<file path="src/rtl/regfile_writeback_queue_pkg.sv">
`default_nettype none
// ============================================================================
// Module      : regfile_pkg
// Description : Shared widths and the writeback entry type for the register
//               file writeback queue.
// Revision    : 1.0 - initial release
// ============================================================================
package regfile_pkg;

    localparam int REG_ADDR_W = 5;
    localparam int XLEN       = 32;

    // One queued writeback: destination register and the value to write.
    typedef struct packed {
        logic [REG_ADDR_W-1:0] rd;
        logic [XLEN-1:0]       data;
    } wb_entry_t;

endpackage
`default_nettype wire

</file>
<file path="src/rtl/regfile_writeback_queue_fwd_search.sv">
`default_nettype none
// ============================================================================
// Module      : wbq_fwd_search
// Description : Forwarding lookup for one read port. Scans the queued entries
//               from oldest to youngest so the youngest match is the one left
//               on the outputs. Register x0 never matches.
// Revision    : 1.0 - initial release
// ============================================================================
module wbq_fwd_search
    import regfile_pkg::*;
#(
    parameter int DEPTH = 4,
    parameter int XLEN  = 32
) (
    input  logic [REG_ADDR_W-1:0]     i_ent_rd   [DEPTH],
    input  logic [XLEN-1:0]           i_ent_data [DEPTH],
    input  logic [DEPTH-1:0]          i_ent_valid,
    input  logic [$clog2(DEPTH)-1:0]  i_head,
    input  logic [REG_ADDR_W-1:0]     i_rs,
    output logic                      o_hit,
    output logic [XLEN-1:0]           o_data
);

    localparam int c_PTR_W = $clog2(DEPTH);

    logic [c_PTR_W-1:0] w_idx;

    // Walk by age starting at the head; later (younger) matches overwrite earlier ones.
    always_comb begin
        o_hit  = 1'b0;
        o_data = '0;
        w_idx  = '0;
        for (int k = 0; k < DEPTH; k++) begin
            w_idx = i_head + c_PTR_W'(k);
            if (i_ent_valid[w_idx] && (i_ent_rd[w_idx] == i_rs) && (i_rs != '0)) begin
                o_hit  = 1'b1;
                o_data = i_ent_data[w_idx];
            end
        end
    end

endmodule
`default_nettype wire

</file>
<file path="src/rtl/regfile_writeback_queue.sv">
`default_nettype none
// ============================================================================
// Module      : regfile_writeback_queue
// Description : Circular buffer between the writeback producers and the
//               register file write port. Drains one entry per cycle when the
//               register file enables a write, and offers forwarding of queued
//               values to both operand read ports.
// Revision    : 1.0 - initial release
// ============================================================================
module regfile_writeback_queue
    import regfile_pkg::*;
#(
    parameter int DEPTH = 4,
    parameter int XLEN  = regfile_pkg::XLEN
) (
    input  logic                  clk,
    input  logic                  RST,
    input  logic                  wb_valid,
    output logic                  wb_ready,
    input  logic [REG_ADDR_W-1:0] wb_rd,
    input  logic [XLEN-1:0]       wb_data,
    input  logic                  rf_en,
    output logic [REG_ADDR_W-1:0] rd,
    output logic [XLEN-1:0]       write_data,
    output logic                  RegWrite,
    input  logic [REG_ADDR_W-1:0] rs1,
    input  logic [REG_ADDR_W-1:0] rs2,
    output logic                  fwd1_hit,
    output logic                  fwd2_hit,
    output logic [XLEN-1:0]       fwd1_data,
    output logic [XLEN-1:0]       fwd2_data,
    output logic                  empty,
    output logic                  full
);

    localparam int c_PTR_W = $clog2(DEPTH);
    localparam int c_CNT_W = c_PTR_W + 1;

    logic [REG_ADDR_W-1:0] r_rd   [DEPTH];
    logic [XLEN-1:0]       r_data [DEPTH];
    logic [c_PTR_W-1:0]    r_head;
    logic [c_PTR_W-1:0]    r_tail;
    logic [c_CNT_W-1:0]    r_count;

    logic                  w_push;
    logic                  w_pop;
    logic [DEPTH-1:0]      w_valid;

    // Status comes from the count only, so head==tail is never ambiguous.
    assign full     = (r_count == c_CNT_W'(DEPTH));
    assign empty    = (r_count == '0);
    assign wb_ready = !full && !RST;
    assign RegWrite = !empty;

    // x0 results complete the handshake but are never stored.
    assign w_push = wb_valid && wb_ready && (wb_rd != '0);
    assign w_pop  = RegWrite && rf_en;

    assign rd         = empty ? '0 : r_rd[r_head];
    assign write_data = empty ? '0 : r_data[r_head];

    // An entry is live when its distance from the head is below the count.
    for (genvar gi = 0; gi < DEPTH; gi++) begin : g_valid
        logic [c_PTR_W-1:0] w_off;
        assign w_off       = c_PTR_W'(gi) - r_head;
        assign w_valid[gi] = ({1'b0, w_off} < r_count);
    end

    // Entry payload is written at the tail; liveness is tracked by the count.
    always_ff @(posedge clk) begin
        if (w_push) begin
            r_rd[r_tail]   <= wb_rd;
            r_data[r_tail] <= wb_data;
        end
    end

    // Pointer and occupancy update; reset discards every queued entry.
    always_ff @(posedge clk) begin
        if (RST) begin
            r_head  <= '0;
            r_tail  <= '0;
            r_count <= '0;
        end else begin
            if (w_push) begin
                r_tail <= r_tail + 1'b1;
            end
            if (w_pop) begin
                r_head <= r_head + 1'b1;
            end
            case ({w_push, w_pop})
                2'b10:   r_count <= r_count + 1'b1;
                2'b01:   r_count <= r_count - 1'b1;
                default: r_count <= r_count;
            endcase
        end
    end

    wbq_fwd_search #(
        .DEPTH (DEPTH),
        .XLEN  (XLEN)
    ) u_fwd1 (
        .i_ent_rd    (r_rd),
        .i_ent_data  (r_data),
        .i_ent_valid (w_valid),
        .i_head      (r_head),
        .i_rs        (rs1),
        .o_hit       (fwd1_hit),
        .o_data      (fwd1_data)
    );

    wbq_fwd_search #(
        .DEPTH (DEPTH),
        .XLEN  (XLEN)
    ) u_fwd2 (
        .i_ent_rd    (r_rd),
        .i_ent_data  (r_data),
        .i_ent_valid (w_valid),
        .i_head      (r_head),
        .i_rs        (rs2),
        .o_hit       (fwd2_hit),
        .o_data      (fwd2_data)
    );

endmodule
`default_nettype wire

</file>
<file path="config.mk">
export PLATFORM = sky130hd
export DESIGN_NAME = regfile_writeback_queue
export DESIGN_NICKNAME = d
export VERILOG_FILES = /design/src/rtl/regfile_writeback_queue_pkg.sv /design/src/rtl/regfile_writeback_queue_fwd_search.sv /design/src/rtl/regfile_writeback_queue.sv
export SDC_FILE = /design/constraint.sdc
export NUM_CORES = 1
export LEC_CHECK = 0
export CAP_MARGIN = 40
export CORE_ASPECT_RATIO = 1.1
export CORE_MARGIN = 5
export CORE_UTILIZATION = 53
export DETAILED_ROUTE_END_ITERATION = 6
export HOLD_SLACK_MARGIN = 0.12
export PLACE_DENSITY = 0.83
export SETUP_SLACK_MARGIN = 0.15
export SYNTH_ARGS = -nofsm -noshare
export SYNTH_HDL_FRONTEND = slang
export SYNTH_HIERARCHICAL = 1
export SYNTH_SLANG_ARGS = --single-unit
export TNS_END_PERCENT = 30
</file>
<file path="constraint.sdc">
create_clock -name clk -period 8.2 [get_ports clk]
set_input_delay 2.46 -clock clk [delete_from_list [all_inputs] [get_ports clk]]
set_output_delay 2.46 -clock clk [all_outputs]
set_load 0.1 [all_outputs]
</file>
==> reports/results.ini, run 1 <==
[worst_hold_path]
hold_end=r_tail[0]$_SDFFE_PP0P_
hold_class=reg2reg
hold_start=r_tail[0]$_SDFFE_PP0P_
whs_path_depth=2

[yosys]
syn_nets=1674
synth_async_sr_flop_share_pct=0
ys.flop_type=edfxtp_1
yosys-top-cells-count=mux2i_1, nor3_1, edfxtp_1
yosys-top-cells-area=edfxtp_1, mux2i_1, mux4_2
synth-seq-cells=155
ys_seq_area_share_pct=27.0
synth-edff-count=148
synth_top_area_cell=edfxtp_1
ys_types=61
syn_inst=1613
synth_area_per_cell_um2=10.5
synth_top_area_share_pct=26.2
synth_warnings=6
yosysMostFrequentCell=mux2i_1
syn-cell-area_mm2=0.0170

[grt]
grt_util_met2_pct=45.3
grt-ovfl-total=0
grtUsageTotal_pct=27.3
grt_max_degree=165
gr-usage-met3_pct=5.92
gr-usage-met1_pct=33.8
grt_pass1_vias=15247
grt-busiest-layer=met2
antenna_found_initial=1
grt_first_pass_wirelength_um=80200

[timing]
maxSlewViolCount=0
setup_viol=0
period_share_pct=97.1
fin_skew_ns=0.0123
grt_setup_unrepaired=no
period_minus_slack_ns=7.96
slew_headroom_pct=31.6
tightestPinTransition_ns=1.03
setup-tns-final_ns=0
hold_violations=0
fmax_ghz=0.126

[cts]
numCtsBuffers=17
clkLatencyLatePin_ns=0.44
clock_sinks=155
cts_resized=0
clockBufferDepth=2
htreeDepth=4
clkSlewWorstSetupHoldPaths_ns=0.07
cts_hold_buf=0
cts_tree=yes
root_buffer=clkbuf_16
post-cts-setup-buffers=0

[status]
outcome=finished clean

[placement]
io_buffers=157
gp_congestion=0.872
dp_hpwl_um=33100

[routing]
drt_iter0_drc=1757
drc=0
ant_nets=0
dr.pass1.iters=6
routed_wirelength_um=51200
routed-via-count=14921
avgRoutedWirePerCell_um=24.0
via_per_inst=7.00

[critical_path]
worstPathArrival_ns=5.50
start_kind=primary input
cp_max_fo=22
endpoint_kind=primary output
r2r_end=r_count[2]$_SDFFE_PP0P_
ff2ff_setup_slack_ns=5.60
cp.required_ns=5.74
rr_worst_depth=8
setup.worst_path.class=in2out
r2r_start=r_count[0]$_SDFFE_PP0P_

[floorplanning]
die_w_um=181
rows=68
core_mm2=0.0316
initial_core_util_pct=53.8
ioPinCount=158
die_h_um=198
dieArea_mm2=0.0357

[finish]
postLayoutCoreUtil_pct=64.6
layout-drive-gt1-share_pct=32.9
nets=1757
syn_to_final_growth_pct=20.0

[pwr]
powerDensity_mw_per_mm2=413
p_leak_nw=6.33
vdd_drop_max_uv=513

[job]
drv_cap=0

area by class of cell:
class,instances,area (um^2)
inverter,11,43.8
clock buffer,18,429
clock inverter,14,155
tap,420,526
fill,2277,11200
antenna,2,5.00
timing repair buffer,248,3410
multi-input combinational,1263,11200
sequential,155,4590
layout by cell type (no fill, tap or decap), types with 62 or more instances in the layout:
cell type	n
nor3_1	181
mux2i_1	226
a21o_1	64
a21oi_1	72
buf_12	79
edfxtp_1	148
o21ai_0	86
mux2_2	68
nor4_1	64
a211oi_2	62
nor3_2	80
nor4_2	62
clkdlybuf4s50_1	91
how the worst max path moves through the flow:
stage | start | endpoint | slack, ns
4_1_cts | rs2[2] | fwd2_data[28] | 0.30
3_5_place_dp | rs2[2] | fwd2_data[28] | 0.34
3_3_place_gp | rs2[2] | fwd2_data[31] | 0.36
5_1_grt | rs2[2] | fwd2_data[28] | 0.15
2_1_floorplan | rs1[3] | fwd1_data[30] | 0.33
6_report | rs2[2] | fwd2_data[28] | 0.24
through the flow:
step                      power, W  instances  setup slack, ns  hold WS [ns]  instance area [um^2]
final                      0.00842       2131            0.235         0.536                 20400
after global routing       0.00871       2130            0.152         0.585                 20400
after CTS                  0.00840       2129            0.300         0.536                 20400
after detailed placement   0.00761       2097            0.337         0.526                 19800
after global placement     0.00716       2053            0.358         0.505                 19100
after floorplan            0.00562       1613            0.334         0.484                 17000
worst max-delay path, cell delays in order:
cell and delay [ns]:
clkdlybuf4s50_1 0.50, or4_1 0.56, nor2_1 0.27, a2111oi_2 0.08, nand3_1 0.23, nand2b_4 0.45, buf_4 0.23, o21ai_0 0.15
a211oi_2 0.35, buf_12 0.22
flip-flops by register name (all words and copies together) (netlist names):
name,flops
r_count,3
r_tail,2
r_head,2
r_rd,20
r_data,128
kinds of logic (layout without fill, tap and decap cells):
logic type	count (synthesis)	in the layout	share of synthesized area (%)
adder cells (fa/ha/maj)	10	10	0.780
AND/OR/NAND/NOR	493	493	21.0
multiplexers	355	355	25.9
AO/OA/AOI/OAI	356	356	15.3
buffers and inverters	195	291	7.40
other	0	2	0
XOR/XNOR	49	49	2.61
flip-flops	155	155	27.0
per-layer routing:
layer	share of wire (%)	wire (um)	up-vias
li1	-	-	6520
met1	38	19700	7262
met2	48	24700	953
met3	9.2	4720	186
met4	4.1	2110	0
met5	0	0	-
where the power goes:
group,switching [W],total [W],internal [W]
registers,0.000121,0.00104,0.000920
logic,0.00420,0.00659,0.00239
clock network,0.000358,0.000789,0.000431
total,0.00468,0.00842,0.00374
Note: power is estimated with default switching activity, not from simulation.
==> run 2: changes to the inputs <==
Settings changed: PLACE_DENSITY 0.83 to 0.85.
Clock period 8.2 ns to 6.7 ns, I/O delays scaled along.
==> reports/results.ini, run 2 (synthesis results as in run 1) <==
[status]
outcome=finished clean

[pwr]
powerDensity_mw_per_mm2=511
p_leak_nw=6.91
vdd_drop_max_uv=657

[finish]
largest_reg_flops=128
final_cells=2183
layout-drive-gt1-share_pct=39.8
top_regs=r_data: 128 flops, r_rd: 20 flops, r_count: 3 flops
nets=1810
final_common_cell=mux2i_1
syn_to_final_growth_pct=31.7
final_cell_mix=mux2i_1, nor3_1, edfxtp_1, nor4_2, buf_12
top_register=r_data
postLayoutCoreUtil_pct=70.9

[floorplanning]
core_mm2=0.0316
die_w_um=181
dieArea_mm2=0.0357
ioPinCount=158
initial_core_util_pct=53.8
die_h_um=198
rows=68

[placement]
io_buffers=157
place_ws_ns=-0.237
dp_cells=2134
gp_congestion=0.874
dp_hpwl_um=34600

[worst_hold_path]
hold_class=reg2reg

[routing]
via_per_inst=7.36
dr.pass1.iters=6
ant_nets=0
avgRoutedWirePerCell_um=26.8
drt_iter0_drc=2400
routed_wirelength_um=58500
routed-via-count=16059
drc=0

[cts]
clkLatencyLatePin_ns=0.45
root_buffer=clkbuf_16
clkSlewWorstSetupHoldPaths_ns=0.06
cts_tree=yes
clock_sinks=155
htreeDepth=4
clockBufferDepth=2
numCtsBuffers=17
cts_hold_buf=0

[critical_path]
cp_max_fo=32
cp_num_buf_inv=4
endpoint_kind=primary output
max_stage_delay_ns=0.58
setup.worst_path.class=in2out
slowest_stage=or4_4
critPathTopFamily=compound AO/OA/AOI/OAI gates
cp.required_ns=4.69
start_kind=primary input
path_cells=clkdlybuf4s15_1 -> or4_4 -> nor2_4 -> a2111oi_4 -> o2111a_2 -> buf_6 -> a21oi_1 -> o21ai_1 -> a221oi_2 -> buf_4 -> buf_12
worstPathArrival_ns=4.59

[timing]
slew_headroom_pct=26.3
hold_violations=0
setup_viol=0
grt_setup_unrepaired=yes
period_minus_slack_ns=6.60
fin_ws_ns=0.102
setup-tns-final_ns=0
fin_skew_ns=0.0136
fmax_ghz=0.152
maxSlewViolCount=0
period_share_pct=98.5
tightestPinTransition_ns=1.11

[grt]
grt-ovfl-total=0
grt_first_pass_wirelength_um=87300
grt_pass1_vias=15599
grtUsageTotal_pct=30.2
grt_max_degree=172
antenna_found_initial=3

[job]
drv_cap=0

==> run 2: report_power, final <==
group | internal, W | total, W | switching [W]
logic | 0.00334 | 0.00907 | 0.00574
registers | 0.00113 | 0.00122 | 0.0000947
clock network | 0.000710 | 0.00114 | 0.000435
total | 0.00518 | 0.0114 | 0.00627
==> run 2: worst paths after layout <==
check,start,end,slack [ns],cells past startpoint
min reg2reg,r_tail[0]$_SDFFE_PP0P_,r_tail[0]$_SDFFE_PP0P_,0.53,2
max,rs2[3],fwd2_data[29],0.10,11
min,r_tail[0]$_SDFFE_PP0P_,r_tail[0]$_SDFFE_PP0P_,0.53,2
max reg2reg,r_count[0]$_SDFFE_PP0P_,r_data[50]$_DFFE_PP_,4.07,4
==> run 2: timing repair <==
item                                    CTS  global route
buffers inserted                          3             5
pin swaps                                 7            13
cloned                                    2             5
endpoints found under the setup margin   66            63
resized for setup                        88            29
==> run 2: stage by stage <==
step | power (W) | area [um^2] | hold slack, ns
final | 0.0114 | 22400 | 0.530
after global routing | 0.0118 | 22400 | 0.587
after CTS | 0.0112 | 22100 | 0.531
after detailed placement | 0.00991 | 20800 | 0.520
after global placement | 0.00933 | 20100 | 0.499
after floorplan | 0.00734 | 17500 | 0.484
==> run 2: final cells by class <==
type,count,area [um^2]
repair buffers,301,4220
well taps,420,526
inverters,11,43.8
fillers,1935,9190
clock inverters,11,218
flip-flops and latches,155,4590
diodes,1,2.50
multi-input cells,1263,12300
clock buffers,21,450
==> run 2: per-layer routing <==
layer,share of wire [%],up-vias,global-route usage (%),wire (um)
li1,-,6577,-,-
met4,7.2,4,16.9,4200
met3,10,424,6.25,6130
met1,34,7680,36.5,20100
met2,48,1374,50.6,28100
met5,0.043,-,0,25
==> run 2: tightest hold or removal path: stages, from the launching register on <==
cell and delay [ns]:
dfxtp_1 0.34, nand2b_1 0.08, o21ai_0 0.06
